`src/rtl/neuron_acc_ctrl.sv`:
```
// Neuron accumulate sequencer: sums N_TERMS signed terms plus a bias
// through a symmetric saturating adder, then offers the result on valid/ready.
module neuron_acc_ctrl #(
    parameter int W       = 4,
    parameter int N_TERMS = 4
) (
    input  logic         clk,
    input  logic         rst,
    input  logic         start,
    input  logic [W-1:0] bias,
    input  logic         term_valid,
    output logic         term_ready,
    input  logic [W-1:0] term_data,
    output logic         out_valid,
    input  logic         out_ready,
    output logic [W-1:0] out_data,
    output logic         busy
);

    localparam int CW = $clog2(N_TERMS + 1);
    localparam logic [CW-1:0] LAST = CW'(N_TERMS - 1);
    localparam logic [W-1:0] MAXV  = {1'b0, {(W-1){1'b1}}};
    localparam logic [W-1:0] MINV  = {1'b1, {(W-1){1'b0}}};
    localparam logic [W-1:0] NMAXV = MINV + 1'b1;

    typedef enum logic [1:0] {IDLE, ACCUM, BIAS, DONE} state_t;

    state_t        state;
    logic [W-1:0]  acc;
    logic [W-1:0]  bias_q;
    logic [CW-1:0] cnt;

    // The most negative code is folded onto -MAXV so the range stays symmetric.
    function automatic logic [W-1:0] cond(input logic [W-1:0] x);
        return (x == MINV) ? NMAXV : x;
    endfunction

    function automatic logic [W-1:0] sat_add(input logic [W-1:0] a,
                                             input logic [W-1:0] b);
        logic signed [W:0] s;
        logic signed [W:0] hi;
        logic signed [W:0] lo;
        s  = $signed({a[W-1], a}) + $signed({b[W-1], b});
        hi = $signed({1'b0, MAXV});
        lo = $signed({1'b1, NMAXV});
        if (s > hi)
            return MAXV;
        else if (s < lo)
            return NMAXV;
        else
            return s[W-1:0];
    endfunction

    always_ff @(posedge clk) begin
        if (rst) begin
            state      <= IDLE;
            acc        <= '0;
            bias_q     <= '0;
            cnt        <= '0;
            term_ready <= 1'b0;
            out_valid  <= 1'b0;
            out_data   <= '0;
            busy       <= 1'b0;
        end else begin
            unique case (state)
                IDLE: begin
                    if (start) begin
                        bias_q     <= cond(bias);
                        acc        <= '0;
                        cnt        <= '0;
                        term_ready <= 1'b1;
                        busy       <= 1'b1;
                        state      <= ACCUM;
                    end
                end
                ACCUM: begin
                    if (term_valid && term_ready) begin
                        acc <= sat_add(acc, cond(term_data));
                        cnt <= cnt + 1'b1;
                        if (cnt == LAST) begin
                            term_ready <= 1'b0;
                            state      <= BIAS;
                        end
                    end
                end
                BIAS: begin
                    acc       <= sat_add(acc, bias_q);
                    out_data  <= sat_add(acc, bias_q);
                    out_valid <= 1'b1;
                    state     <= DONE;
                end
                DONE: begin
                    if (out_ready) begin
                        out_valid <= 1'b0;
                        out_data  <= '0;
                        busy      <= 1'b0;
                        state     <= IDLE;
                    end
                end
            endcase
        end
    end

endmodule

```
`config.mk`:
```
export PLATFORM = sky130hd
export DESIGN_NAME = neuron_acc_ctrl
export DESIGN_NICKNAME = d
export VERILOG_FILES = /design/src/rtl/neuron_acc_ctrl.sv
export SDC_FILE = /design/constraint.sdc
export NUM_CORES = 1
export LEC_CHECK = 0
export ABC_AREA = 1
export CAP_MARGIN = 5
export CORE_AREA = 3 3 53 55
export DETAILED_ROUTE_END_ITERATION = 10
export DIE_AREA = 0 0 56 58
export GPL_TIMING_DRIVEN = 0
export HOLD_SLACK_MARGIN = 0.1
export PLACE_DENSITY_LB_ADDON = 0.12
export SLEW_MARGIN = 10
export SYNTH_ARGS = -nofsm -noshare
export SYNTH_HDL_FRONTEND = slang
export SYNTH_SLANG_ARGS = --single-unit
export TNS_END_PERCENT = 50
```
`constraint.sdc`:
```
create_clock -name clk -period 3.85 [get_ports clk]
set_clock_uncertainty 0.1 [all_clocks]
set_input_delay 0.385 -clock clk [delete_from_list [all_inputs] [get_ports clk]]
set_output_delay 0.385 -clock clk [all_outputs]
set_load 0.02 [all_outputs]
```
* After elaboration in Yosys (flattened, before gate mapping)
Cells that the tools add are included.
** Operators by class
- Eq/ne operators :: 10
- Mux-type cells :: 26
- Reduce and logical (&&, ||, !) cells :: 13
- Add/subtract/negate cells :: 3
- Magnitude comparators :: 4
** Operators with widths (number)
- $mux W4 :: 9
- $pmux W4 S3 :: 1
- $add A4 B4 Y5 :: 2
- $gt A5 B4 Y1 const B :: 2
- $lt A5 B4 Y1 const B :: 2
- $reduce_and A3 Y1 :: 3
- $eq A4 B4 Y1 const B :: 2
- $mux W2 :: 4
- $ne A2 B2 Y1 const B :: 4
- $pmux W2 S4 :: 1
- $pmux W4 S2 :: 1
- $reduce_and A4 Y1 :: 2
- $mux W3 :: 2
- $pmux W1 S2 :: 3
- $pmux W3 S2 :: 1
- $reduce_bool A2 Y1 :: 3
- $eq A2 B2 Y1 const B :: 2
- $mux W1 :: 4
- $reduce_and A2 Y1 :: 2
- $add A3 B1 Y3 const B :: 1
- $eq A3 B2 Y1 const B :: 1
- $reduce_bool A3 Y1 :: 1
- $eq A2 B1 Y1 const B :: 1
- $logic_not A2 Y1 :: 1
- $logic_and A1 B1 Y1 :: 1
** Word-level totals
- Output and inout port bits :: 7
- Logic and storage cells :: 64
- Bits of input ports :: 13
- Bits in registers :: 20

* Depth between registers and ports, before layout
- Word-level depth :: 8
- Depth in mapped cells :: 17
- Mapped depth without buffers :: 17

* Worst setup path after synthesis
No wires, ideal clock.
- Kind :: input to register
- From :: input term_data[1]
- To :: register acc[0]
- Data arrival time :: 1.921 ns
- Path buffers :: 0
- Setup time :: 0.071 ns
- Cell stages on the path :: 16
- Data required time :: 3.679 ns
- Slack :: 1.758 ns
- Cells stage by stage :: inv_1 nand2_1 o21bai_1 ha_1 inv_1 fa_1 inv_1 nor2_1 nand2_1 nand3_1 nand2_1 nand3_1 nand2_1 nand2_1 nand2_1 a21oi_1
** On the way
- Word-level cells in the longest chain between the ends :: 8
- Elaborated cells on any way between the ends :: 9
- Those cells by class :: 1 x add/sub; 2 x order compare; 1 x eq/ne; 5 x mux
** Ends and longest elaborated chain
- start, declared :: RTL line 13 : input logic [W-1:0] term_data,
- $eq A4 B4 Y1 :: RTL line 35 : return (x == MINV) ? NMAXV : x;
- $mux W4 (*) :: RTL line 35
- $add A4 B4 Y5 (*) :: RTL line 43 : s = $signed({a[W-1], a}) + $signed({b[W-1], b});
- $lt A5 B4 Y1 :: RTL line 48 : else if (s < lo)
- $mux W4 :: RTL line 48
- $mux W4 (*) :: RTL line 46 : if (s > hi)
- $mux W4 (*) :: RTL line 77 : if (term_valid && term_ready) begin
- $pmux W4 S3 (*) :: RTL line 65 : unique case (state)
- end signal, assigned :: RTL line 78 : acc <= sat_add(acc, cond(term_data));
- end signal, assigned :: RTL line 87 : acc <= sat_add(acc, bias_q);
- end, declared :: RTL line 29 : logic [W-1:0] acc;
Mark *: on every way between the ends. The rest lies on a longest branch, timed or not. The select of a mux whose other input is x is not followed.
A chain may end at the register's enable or synchronous reset.

* Worst setup path after layout
Ends and elaborated chain as after synthesis.

==> out/results.txt <==
Status -> complete, no violations
Proportion of power drawn by combinational gates -> 54.1%
Synthesized area per cell -> 6.739 um2
Initial DRC count -> 92
All-Layer GR Usage -> 20.85%
Slew Limit Fails -> 0
RSZ-0062 raised after global routing -> no
Worst Path Required -> 3.99 ns
Clock power share -> 13.7%
Final setup viols -> 0
Initial core utilization -> 55.97%
Die Footprint -> 3248 um2
Peak VDD IR -> 0.5294 mV
Die Ht -> 58 um
Crit end category -> register
HP Class -> reg2reg
First-pass GRT wire length -> 5.554 mm
Via Count -> 1331
Layout area overhead -> 19.39%
Number of global-route vias before repair -> 1333
Routed Antenna Nets -> 0
WL final -> 3.103 mm
Maxcap violations -> 0
Sequential share of power -> 32.2%
Top cells by area, synth -> dfxtp_1 29%, nand2_1 17%, ha_1 13%, inv_1 8.5%, a21oi_1 6.3%
Area of the core -> 2432 um2
Row cnt -> 18
Top FF cell, synth -> dfxtp_1
Root Driver -> clkbuf_4
Clock network latency to the later pin of the worst-skew pair -> 0.30 ns
Largest net degree at the start of global routing -> 12
Clock-pin slew on the worst setup and hold paths -> 0.11 ns
I/O Pins -> 20
Worst-path fanout max -> 3
Maximum root-to-sink buffer count -> 2
Syn nets -> 231
Cell taking the most area after synthesis -> dfxtp_1
Post-synthesis sequential area ratio -> 29.41%
Post-Syn Area -> 1361 um2
Post-DR vias/cell -> 5.220
Seq. cell area -> 400.4 um2
Clock sink count -> 20
Mux cell area share after synthesis -> 0%
Antenna cells -> 0
Slew headroom -> 65.24%
Top post-synthesis cells by count -> 62 x nand2_1, 31 x inv_1, 20 x dfxtp_1, 17 x a21oi_1, 15 x nand3_1
CP startpoint kind -> input port
Sw frac -> 44.84%
Post_cts resized -> 0
DRT Pass-1 Iters -> 4
CTS tree -> yes
Hold Vio Cnt, Final -> 0
Arrival time at the worst endpoint -> 2.66 ns
Global route overflow -> 0
Most frequent cell after synthesis -> nand2_1
Post-CTS Setup Inserts -> 0
Placed cell area -> 1589 um2
Placer Congestion -> 0.8538
Adder-Cell Fraction of Synth Area -> 15.81%
Asr flop ratio synth -> 0%
EDFF count, synth -> 0
Compound-Gate Fraction of Synth Area -> 14.06%
Leak -> 0.7893 nW
Least-Margin Pin Slew -> 0.5213 ns
Post-layout total power -> 0.0009034 W
Yosys warning total -> 0
Detailed placement HPWL -> 2.615 mm
Main combinational cell family by area after synthesis -> simple AND/OR/NAND/NOR gates
Final period util -> 65.42%
Residual DRC -> 0
Hold-fix buffer count after cts -> 0
Design area -> 1625 um2
Fillers -> 226
Number of synthesized register bits -> 20
Num CTS Buffers -> 3
Post-synthesis cell type count -> 25
Initial antenna violation count -> 0
Htree depth -> 1
PD cells -> 555.8 nW/um2
Synth top area share -> 29.41%
Nets -> 255
XOR/XNOR Fraction of Synth Area -> 0%
DIE WIDTH -> 56 um
Post-Route Setup TNS -> 0 ns
WL/cell -> 12.17 um
Area occupied by multi-input gates -> 824.5 um2
Crit Path Class -> in2reg
Simple-gate portion of the synthesized area -> 30.70%
Synth Instances -> 202
Port buffer count -> 19
Sw Pwr -> 0.0004051 W
Layout cell share with drive strength beyond 1 -> 6.667%
Internal power -> 0.0004983 W
F_max -> 0.3970 GHz
Crit path time final -> 2.519 ns
-- worst max-delay path: stages --
cell and delay [ns]:
clkdlybuf4s50_1 0.43, inv_1 0.11, nand2_1 0.06, o21bai_1 0.16
ha_1 0.21, inv_1 0.06, fa_1 0.53, inv_1 0.05
nor2_1 0.09, nand2_1 0.06, nand3_1 0.07, nand2_1 0.09
nand3_1 0.08, nand2_1 0.05, nand2_1 0.07, nand2_1 0.05
a21oi_1 0.12
-- registers in the layout, indices dropped and copies added (netlist names) --
register / cells
bias_q: 4
state: 2
out_data: 4
acc: 4
out_valid: 1
cnt: 3
busy: 1
term_ready: 1
-- final cells by class --
cell class / count / area share [%]
multi-input combinational: 146 / 50.73
sequential: 20 / 24.63
timing repair buffer: 19 / 11.70
inverter: 33 / 7.621
tap: 30 / 2.309
clock buffer: 4 / 2.232
buffer: 3 / 0.7698
-- stage by stage --
step	hold slack (ns)	setup WS [ns]	utilization (%)	std cells
2_1_floorplan	0.3283	1.758	-	202
3_3_place_gp	0.3391	1.176	65.33	251
3_5_place_dp	0.3593	1.055	65.33	251
4_1_cts	0.3768	1.364	66.82	255
5_1_grt	0.4017	1.126	66.82	255
6_report	0.3734	1.331	66.82	255
-- kinds of logic after synthesis --
family,Yosys count
simple gates,98
buf+inv,36
compound gates,32
flops,20
fa+ha+maj,16
-- worst paths after layout --
path	from	end	slack [ns]	cells past startpoint
setup / recovery	term_data[1]	acc[0]	1.33	17
hold / removal	out_data[2]	out_data[2]	0.37	2
setup reg to reg	acc[0]	acc[0]	1.78	13
hold reg to reg	out_data[2]	out_data[2]	0.37	2
-- power groups by stage --
stage | Sequential [W] | Clock, W | Combinational [W]
4_1_cts | 0.000291 | 0.000126 | 0.000487
3_5_place_dp | 0.000296 | 0 | 0.000485
5_1_grt | 0.000296 | 0.000134 | 0.000562
2_1_floorplan | 0.000310 | 0 | 0.000331
6_report | 0.000291 | 0.000123 | 0.000489
3_3_place_gp | 0.000293 | 0 | 0.000464
-- routing by layer --
| layer | part of all wire, % | GRT usage, % | vias to the layer above |
|---|---|---|---|
| met2 | 52 | 39.40 | 33 |
| li1 | - | - | 687 |
| met4 | 1.5 | 6.780 | 0 |
| met5 | 0 | 0 | - |
| met1 | 43 | 24.76 | 605 |
| met3 | 3.4 | 2.004 | 6 |
-- cell usage in the layout, fill, tap and decap left out --
| cell type | synthesis | final |
|---|---|---|
| a21boi_4 | 1 | 1 |
| a21oi_1 | 17 | 17 |
| a21oi_2 | 2 | 2 |
| a22oi_1 | 1 | 1 |
| a31oi_1 | 1 | 1 |
| clkbuf_1 | 2 | 2 |
| clkbuf_2 | 1 | 1 |
| clkbuf_4 | 0 | 3 |
| clkbuf_8 | 0 | 1 |
| clkdlybuf4s50_1 | 0 | 19 |
| clkinv_1 | 1 | 1 |
| dfxtp_1 | 20 | 20 |
| fa_1 | 2 | 2 |
| ha_1 | 14 | 14 |
| inv_1 | 31 | 31 |
| inv_2 | 1 | 1 |
| nand2_1 | 62 | 62 |
| nand2_2 | 1 | 1 |
| nand3_1 | 15 | 15 |
| nand3_2 | 3 | 3 |
| nand3b_1 | 1 | 1 |
| nor2_1 | 13 | 13 |
| nor3_1 | 1 | 1 |
| o21ai_0 | 8 | 8 |
| o21ai_2 | 1 | 1 |
| o21bai_1 | 1 | 1 |
| or2_1 | 1 | 1 |
| or2_2 | 1 | 1 |
(Power assumes the default switching activity.)
==> variant 1, RTL diff (same settings) <==
The parameter `N_TERMS` goes from 4 to 8.
--- a/src/rtl/neuron_acc_ctrl.sv
+++ b/src/rtl/neuron_acc_ctrl.sv
@@ -2,7 +2,7 @@
 // through a symmetric saturating adder, then offers the result on valid/ready.
 module neuron_acc_ctrl #(
     parameter int W       = 4,
-    parameter int N_TERMS = 4
+    parameter int N_TERMS = 8
 ) (
     input  logic         clk,
     input  logic         rst,
Formal check against the unedited RTL: not equivalent (a bounded check fails within 10 cycles, from zero or initial values and one cycle with rst high).
==> variant 1 against the original RTL <==
Largest cell class unchanged; final area up 2.4%; die area unchanged; sequential cell count up 1; area after synthesis up 3.5%; largest power group unchanged; critical path type unchanged; power up 2.3%; routed wire length up 0.90%; worst setup slack better by 0.048 ns; sequential power up 4%.
==> variant 1: results (changes against the original RTL) <==
metric;value;unit;change
crit_arrival;2.60;ns;-0.06 ns
grt_max_degree;13;;+1
buf_share;0.133;;+0.00837
nClkBuffers;3;;-1
p_leak;0.778;nW;-1.5%
outcome;finished clean;;
syn_area_per_cell;6.68;um2;-0.92%
nFlopsAndLatches;21;;+5.0%
num-multi-input-gates;148;;+1.4%
p_per_area;555;nW/um2;about the same
wl_met1;1300;um;-3.4%
synth_area_leaders;dfxtp_1 (30%), nand2_1 (15%), ha_1 (12%);;
r2r_slack;1.70;ns;-0.08 ns
vias;1391;;+4.5%
hpwl;2610;um;-0.15%
met2_usage;0.374;;-0.0200
reg2reg_depth;14;;+1
power.share.switching;0.459;;+0.0105
detail_route.wl_per_cell;11.9;um;-2.5%
synthAdderAreaFrac;0.144;;-0.0142
buffers;25;;+14%
drive_above_1_share;0.0641;;-0.00256
placed_area;1640;um2;+3.0%
grtUsageMet3;0.0267;;+0.00668
multi_input_area;822;um2;-0.30%
ir_drop;0.377;mV;-29%
multi_input_area_share;0.494;;-0.0133
num-fill-cells;230;;+1.8%
syn_nets;239;;+3.5%
yosysSeqAreaShare;0.298;;+0.00428
==> variant 1: worst max-delay path, stage by stage <==
cell             delay, ns
clkdlybuf4s50_1       0.41
inv_1                 0.10
nand2_1               0.05
o21bai_1              0.13
ha_1                  0.18
inv_1                 0.06
fa_1                  0.39
inv_1                 0.07
nand2_1               0.06
nand3_1               0.07
nand2_1               0.05
nand2_1               0.11
nand3_1               0.13
nand2_1               0.09
nand3_1               0.07
nand2_1               0.06
nand2_1               0.04
a21oi_1               0.14
==> variant 1: path summary, 6_finish.rpt <==
path,to,startpoint
setup / recovery,acc[1]$_SDFFE_PP0P_,term_data[1]
hold / removal,out_data[3]$_SDFFE_PP0P_,out_data[3]$_SDFFE_PP0P_
setup reg to reg,acc[1]$_SDFFE_PP0P_,acc[0]$_SDFFE_PP0P_
hold reg to reg,out_data[3]$_SDFFE_PP0P_,out_data[3]$_SDFFE_PP0P_
==> variant 2, RTL diff (same flow settings) <==
Made on the original files. The 4 states of `state_t` get a one-hot encoding in 4 bits.
--- a/src/rtl/neuron_acc_ctrl.sv
+++ b/src/rtl/neuron_acc_ctrl.sv
@@ -23,7 +23,7 @@
     localparam logic [W-1:0] MINV  = {1'b1, {(W-1){1'b0}}};
     localparam logic [W-1:0] NMAXV = MINV + 1'b1;
 
-    typedef enum logic [1:0] {IDLE, ACCUM, BIAS, DONE} state_t;
+    typedef enum logic [3:0] {IDLE = 4'b0001, ACCUM = 4'b0010, BIAS = 4'b0100, DONE = 4'b1000} state_t;
 
     state_t        state;
     logic [W-1:0]  acc;
Function: no difference found for any inputs over 10 cycles, from zero or initial values and one cycle with rst high; not proved beyond that.
==> variant 2 against the original RTL <==
Routed wire length decreased by 8.9%; worst setup slack improved by 0.21 ns; area after synthesis decreased by 0.18%; sequential cell count increased by 2; sequential share of layout area increased by 2.7 points; final area decreased by 0.77%; global-route usage decreased by 1.7 points; highest routed layer unchanged.
Power is not compared: it rests on default switching activity, and its combinational part moved more than twofold at a synthesized area within 25%.
==> variant 2: results (changes against the original RTL) <==
metric;value;unit;change
first_global_vias;1223;;-8.3%
detail_route.wl_per_cell;11.3;um;-7.4%
hold_start;rst;;
synth_cell_types;26;;+4.0%
reg2reg_depth;12;;-1
critPathSlowestCell;clkdlybuf4s50_1;;
synth_area_leaders;dfxtp_1 (32%), nand2_1 (13%), ha_1 (9.2%);;
preCtsSetupSlack;1.22;ns;+0.163 ns
p_leak;0.793;nW;
synth-compound-area-share;0.124;;-0.0163
yosysSeqAreaShare;0.324;;+0.0300
wl;2830;um;-8.9%
synth_xor_area_frac;0.0129;;+0.0129
clkTransAtPathRegs;0.12;ns;
layout.nets;247;;-3.1%
syn_area_per_cell;6.83;um2;+1.3%
r2r_slack;1.68;ns;-0.10 ns
hold_path_end;out_valid$_SDFFE_PP0P_;;
crit_arrival;2.43;ns;-0.23 ns
cts_resized;0;;unchanged
holdWs;0.171;ns;-0.202 ns
antenna_cells;0;;unchanged
synthAdderAreaFrac;0.122;;-0.0365
outcome;finished clean;;
track_usage;0.192;;-0.0165
worstSkewPairLatency;0.31;ns;
syn_nets;224;;-3.0%
first_pass_iters;4;;unchanged
hpwl;2380;um;-9.1%
drt_iter0_drc;49;;-47%
grt_max_degree;13;;+1
r2r-start;acc[1]$_SDFFE_PP0P_;;
place.gp.congestion;0.861;;+0.88%
synth_common_cells;nand2_1 (48), inv_1 (32), dfxtp_1 (22);;
worst_slew_pin_slew;0.447;ns;-0.0739 ns
antenna_found_initial;0;;unchanged
vias_per_cell;5.14;;-1.5%
drive_above_1_share;0.0769;;+0.0103
period_minus_slack;2.30;ns;-0.214 ns
grt_pass1_wl;5000;um;-10%
worstSetupStartpoint;term_data[2];;
io_buffers;18;;-1
hp-class;in -> reg;;
placed_area;1580;um2;-0.79%
max_stage_delay;0.49;ns;-0.04 ns
endpoint;acc[1]$_SDFFE_PP0P_;;
num-fill-cells;221;;-2.2%
## variant 2: cell count changes after synthesis, sizes merged, moves of 2 or more
cell / unedited run / this run
nand2: 63 / 50
nand3: 18 / 21
dfxtp: 20 / 22
ha: 14 / 10
nor2: 13 / 18
inv: 32 / 35
## variant 2: metal layers
layer,GRT usage,vias to the layer above,wire length (um)
li1,-,673,-
met1,0.239,589,1310
met2,0.332,25,1360
met3,0.0445,4,133
met4,0.0576,0,27
met5,0,-,0
## variant 2: layout make-up
type                    instances  area (um2)  area share
inverters                      35         131      0.0815
flip-flops and latches         22         440       0.273
well taps                      30        37.5      0.0233
clock buffers                   4        36.3      0.0225
multi-input cells             138         764       0.474
repair buffers                 18         180       0.112
plain buffers                   4        22.5      0.0140
## variant 2: power breakdown
group / switching, mW / total [mW] / internal (mW)
clock: 0.0677 / 0.125 / 0.0578
sequential: 0.0136 / 0.255 / 0.242
combinational: 0.106 / 0.183 / 0.0768
total: 0.188 / 0.564 / 0.376
